## config.mk

```make
export PLATFORM = sky130hd
export DESIGN_NAME = monitor_erro
export DESIGN_NICKNAME = d
export VERILOG_FILES = /design/src/rtl/monitor_erro.sv
export SDC_FILE = /design/constraint.sdc
export NUM_CORES = 1
export LEC_CHECK = 0
export CORE_UTILIZATION = 59
export DETAILED_ROUTE_END_ITERATION = 12
export PLACE_DENSITY = 0.78
export SYNTH_ARGS = -nofsm -noshare
export SYNTH_HDL_FRONTEND = slang
export SYNTH_SLANG_ARGS = --single-unit
```

## constraint.sdc

```tcl
create_clock -name CLK -period 2.4 [get_ports CLK]
set_clock_uncertainty 0.15 [all_clocks]
set_input_delay 0.72 -clock CLK [delete_from_list [all_inputs] [get_ports CLK]]
set_output_delay 0.72 -clock CLK [all_outputs]
set_load 0.005 [all_outputs]
```

## src/rtl/monitor_erro.sv

```systemverilog
// Fault monitor: synchronizes three sensor fault lines and an acknowledge button,
// debounces faults, latches a prioritized fault code and blinks ERRO until acknowledged.
module monitor_erro #(
  parameter int DEB_CICLOS   = 1000,
  parameter int PISCA_CICLOS = 25000000
) (
  input  logic       CLK,
  input  logic       RST,
  input  logic [2:0] SENSOR,
  input  logic       BTN_ACK,
  output logic       ERRO,
  output logic       EM_ERRO,
  output logic [1:0] ERRO_COD
);

  localparam int DEB_W = (DEB_CICLOS > 1) ? $clog2(DEB_CICLOS) : 1;
  localparam int PIS_W = (PISCA_CICLOS > 1) ? $clog2(PISCA_CICLOS) : 1;

  typedef enum logic [1:0] {
    OK         = 2'd0,
    FILTRANDO  = 2'd1,
    ERRO_ATIVO = 2'd2
  } state_t;

  state_t           r_state;
  state_t           w_state_nxt;
  logic [2:0]       r_sens_s1;
  logic [2:0]       r_sens_s2;
  logic             r_ack_s1;
  logic             r_ack_s2;
  logic             r_ack_s3;
  logic [DEB_W-1:0] r_deb_cnt;
  logic [DEB_W-1:0] w_deb_nxt;
  logic [PIS_W-1:0] r_pisca_cnt;
  logic [PIS_W-1:0] w_pisca_nxt;
  logic             r_erro;
  logic             r_em_erro;
  logic [1:0]       r_cod;
  logic             w_erro_nxt;
  logic             w_em_erro_nxt;
  logic [1:0]       w_cod_nxt;
  logic             w_any;
  logic             w_ack;
  logic [1:0]       w_cod_prio;

  assign w_any = |r_sens_s2;
  assign w_ack = r_ack_s2 & ~r_ack_s3;

  always_comb begin
    w_cod_prio = 2'd0;
    if (r_sens_s2[0])      w_cod_prio = 2'd1;
    else if (r_sens_s2[1]) w_cod_prio = 2'd2;
    else if (r_sens_s2[2]) w_cod_prio = 2'd3;
  end

  // Input synchronizers; the third ack flop only feeds the rising-edge detector
  always_ff @(posedge CLK or posedge RST) begin
    if (RST) begin
      r_sens_s1 <= 3'b000;
      r_sens_s2 <= 3'b000;
      r_ack_s1  <= 1'b0;
      r_ack_s2  <= 1'b0;
      r_ack_s3  <= 1'b0;
    end else begin
      r_sens_s1 <= SENSOR;
      r_sens_s2 <= r_sens_s1;
      r_ack_s1  <= BTN_ACK;
      r_ack_s2  <= r_ack_s1;
      r_ack_s3  <= r_ack_s2;
    end
  end

  always_ff @(posedge CLK or posedge RST) begin
    if (RST) begin
      r_state     <= OK;
      r_deb_cnt   <= '0;
      r_pisca_cnt <= '0;
      r_erro      <= 1'b0;
      r_em_erro   <= 1'b0;
      r_cod       <= 2'd0;
    end else begin
      r_state     <= w_state_nxt;
      r_deb_cnt   <= w_deb_nxt;
      r_pisca_cnt <= w_pisca_nxt;
      r_erro      <= w_erro_nxt;
      r_em_erro   <= w_em_erro_nxt;
      r_cod       <= w_cod_nxt;
    end
  end

  always_comb begin
    w_state_nxt = r_state;
    w_deb_nxt   = '0;
    case (r_state)
      OK: begin
        if (w_any) w_state_nxt = FILTRANDO;
      end
      FILTRANDO: begin
        if (!w_any)
          w_state_nxt = OK;
        else if (r_deb_cnt == DEB_W'(DEB_CICLOS - 1))
          w_state_nxt = ERRO_ATIVO;
        else
          w_deb_nxt = r_deb_cnt + DEB_W'(1);
      end
      ERRO_ATIVO: begin
        // An ack that arrives while a fault is still present is simply dropped
        if (w_ack && !w_any) w_state_nxt = OK;
      end
      default: w_state_nxt = OK;
    endcase
  end

  // Outputs are registered, so they are derived from the transition being taken
  always_comb begin
    w_erro_nxt    = 1'b0;
    w_em_erro_nxt = 1'b0;
    w_cod_nxt     = 2'd0;
    w_pisca_nxt   = '0;
    if (w_state_nxt == ERRO_ATIVO) begin
      if (r_state != ERRO_ATIVO) begin
        w_erro_nxt    = 1'b1;
        w_em_erro_nxt = 1'b1;
        w_cod_nxt     = w_cod_prio;
      end else begin
        w_em_erro_nxt = r_em_erro;
        w_cod_nxt     = r_cod;
        if (r_pisca_cnt == PIS_W'(PISCA_CICLOS - 1)) begin
          w_erro_nxt = ~r_erro;
        end else begin
          w_erro_nxt  = r_erro;
          w_pisca_nxt = r_pisca_cnt + PIS_W'(1);
        end
      end
    end
  end

  assign ERRO     = r_erro;
  assign EM_ERRO  = r_em_erro;
  assign ERRO_COD = r_cod;

endmodule
```

==> results of run 1 <==
worst max-delay path, cell delays in order (launching register included):
cell and delay, ns:
dfrtp_1 0.42, ha_2 0.23, nand2_1 0.07, or4_1 0.54, buf_4 0.20, or4_1 0.40
a21oi_1 0.16
Yosys cell counts (2+ instances only):
library cell   n  share of area, %
nor3_1         7               1.5
o31ai_1        8               2.6
or4_4          3               1.5
nand2_1       15               2.4
xnor2_1       12               4.5
o211ai_1       2              0.65
dfrtp_1       50                54
inv_1         11               1.8
xor2_1         7               2.6
nor4_1         4               1.1
or3_1          7               1.9
buf_2          3              0.65
and4_1         2              0.76
nor2_1        28               4.5
a21oi_2        2              0.76
o21ai_0        7               1.5
ha_1           2               1.1
nand2b_1       2              0.54
a21oi_1       13               2.8
nand4_1        5               1.4
and3_1         3              0.81
nand3_1       13               2.8
clkbuf_1       3              0.49
or4_1          7               2.3
report_power, final:
part | internal (mW) | leakage [nW] | switching [mW]
logic | 0.0439 | 0.315 | 0.0549
clock network | 0.201 | 0.0383 | 0.248
registers | 0.877 | 0.668 | 0.0323
total | 1.12 | 1.02 | 0.335
flip-flops by register name (all words and copies together), names as in the netlist:
signal	flops
r_pisca_cnt	25
r_deb_cnt	10
r_sens_s1	3
r_sens_s2	3
ERRO_COD	2
r_state	2
EM_ERRO	1
ERRO	1
r_ack_s1	1
r_ack_s2	1
r_ack_s3	1
cells by family (layout without fill, tap and decap cells):
kind of cell	Yosys count	in the layout	share of synthesized area, %
fa+ha+maj	2	2	1.081
compound gates	36	36	9.730
xor+xnor	19	19	7.189
flops	50	50	54.05
buf+inv	18	34	3.405
simple gates	104	104	24.54
routing by layer:
metal  GRT usage [%]  vias up
li1                -      847
met1           27.32      819
met2           36.58       22
met3           5.282        4
met4           5.833        0
met5               0        -
worst max path at each step:
stage / from / to / slack (ns) / cells after the start
after floorplan: r_pisca_cnt[0] / r_pisca_cnt[16] / 0.30 / 6
after detailed placement: r_pisca_cnt[0] / r_pisca_cnt[22] / 0.18 / 6
after global routing: r_pisca_cnt[0] / r_pisca_cnt[22] / 0.02 / 6
after global placement: r_pisca_cnt[9] / r_pisca_cnt[24] / 0.24 / 6
final: r_pisca_cnt[0] / r_pisca_cnt[22] / 0.16 / 6
after CTS: r_pisca_cnt[0] / r_pisca_cnt[22] / 0.15 / 6
through the flow:
stage          hold WS, ns  setup slack [ns]  cell area (µm²)  cells
2_1_floorplan       0.1812            0.2959             2315    229
3_3_place_gp        0.1825            0.2432             2497    285
3_5_place_dp        0.1878            0.1763             2497    285
4_1_cts             0.2079            0.1494             2574    292
5_1_grt             0.2209           0.01565             2584    293
6_report            0.2041            0.1621             2584    293
area by class of cell:
type / count / area [µm²]
Fill cell: 300 / 1132
Inverter: 11 / 41.29
Clock buffer: 7 / 76.32
Timing Repair Buffer: 16 / 167.7
Multi-Input combinational cell: 161 / 987.2
Sequential cell: 50 / 1251
Tap cell: 48 / 60.06
timing repair:
action,in CTS,in global routing
gates resized for setup,0,1
setup buffers,0,1
endpoints found under the setup margin,0,1
==> key figures, run 1 <==
Setup path
  – Critical path launch point type: flip-flop
  – Worst reg2reg setup slack: 0.16 ns
  – Crit Reg-Reg Startpoint: r_pisca_cnt[0]
  – Critical Path AT: 2.31 ns
  – Worst EP required: 2.48 ns
  – RR Endpoint: r_pisca_cnt[22]
  – R2r worst-path depth: 6
  – WS Path Type: flip-flop to flip-flop
  – Critical Path Sink Type: flip-flop
  – Crit-path max FO: 12

Clock tree
  – Sink Count: 50
  – Cts hold-fix bufs: 0
  – Clock Tree Root: clkbuf_8
  – CTS max path bufs: 2
  – CTS tree: done
  – TritonCTS buffer count: 5
  – Clock transition at the registers of the reported paths: 0.09 ns
  – Htree depth: 2
  – Worst-skew pair later-pin latency: 0.30 ns

Synth
  – Mapped Cells: 229
  – Seq cells post-synth: 50
  – Syn_area_per_cell: 10.11 µm²
  – Post-synth design cell area: 2315 µm²
  – Main synth FF type: dfrtp_1
  – Post-synth EDFFs: 0
  – Async S/R FF share, synth: 100.0%
  – Sequential element share of the synthesized area: 54.05%
  – Syn nets: 237
  – Distinct cells, synth: 37
  – Yosys warns: 0

Drt
  – Final ANT Viol Nets: 0
  – Routed vias/inst: 5.775
  – Metal3 WL: 121 µm
  – Routed len/inst: 13.61 µm
  – Initial drt markers: 108
  – Met1 WL: 1825 µm
  – DRC: 0
  – Met2 Routed Length: 2000 µm
  – Vias: 1692
  – Max layer used: met4
  – Post-Route WL: 3987 µm
  – Detailed Routing Iterations Pass 1: 4

Worst hold path
  – Worst min path class: flip-flop to flip-flop
  – Hold depth: 0
  – Hold EP: r_ack_s2
  – HP Start: r_ack_s1

Power and ir drop
  – Power Total: 1.457 mW
  – Pleak: 1.022 nW
  – Worst VDD drop: 0.4763 mV
  – Pwr/cell area: 564.0 nW/µm²

STA
  – RSZ-0062 raised after global routing: no
  – Worst-margin pin slew: 0.4871 ns
  – Achievable Freq: 446.8 MHz
  – Max-slew violations: 0
  – Crit share post-route: 93.25%
  – Slew margin rel.: 67.23%
  – Period minus WS final: 2.238 ns
  – Final hold viol count: 0
  – Setup tns final: 0 ns
  – Final setup violation count: 0

Finish
  – Most common cell after layout, fill and taps aside: dfrtp_1
  – Fin util: 69.53%
  – Area Overhead vs Synth: 11.62%
  – Nets: 253
  – Commonest cells after routing, fill and taps aside: dfrtp_1, nor2_1, nand2_1
  – Layout cells sized above 1: 8.980%
  – Ant diodes: 0

GRT
  – Antenna violations before repair: 0
  – Number of global-route vias before repair: 1600
  – First-pass GRT wire length: 6851 µm
  – Gr ovfl total: 0
  – Largest net degree at the start of global routing: 35
  – Global Route Usage Sum: 21.48%

Die
  – # IOs: 10
  – # rows: 22
  – Die Span Y: 64.64 µm
  – Full die area: 4178 µm²
  – CORE AREA: 3716 µm²
  – Initial core utilization: 62.29%
  – Die X-Extent: 64.64 µm

Place
  – Number of port buffers: 9
  – RD Place Congestion: 0.7854
  – DP HPWL: 2722 µm

Flow run
  – Max-cap violations: 0

Status
  – Outcome: finished clean
Power figures use the tool's default switching activity.
==> run 2: changes to the inputs <==
--- a/config.mk
+++ b/config.mk
@@ -5,6 +5,7 @@
 export SDC_FILE = /design/constraint.sdc
 export NUM_CORES = 1
 export LEC_CHECK = 0
+export CAP_MARGIN = 10
 export CORE_UTILIZATION = 59
 export DETAILED_ROUTE_END_ITERATION = 12
 export PLACE_DENSITY = 0.78
==> results of run 2 <==
No change in the layout: final DEF, timing and power equal those of run 1.
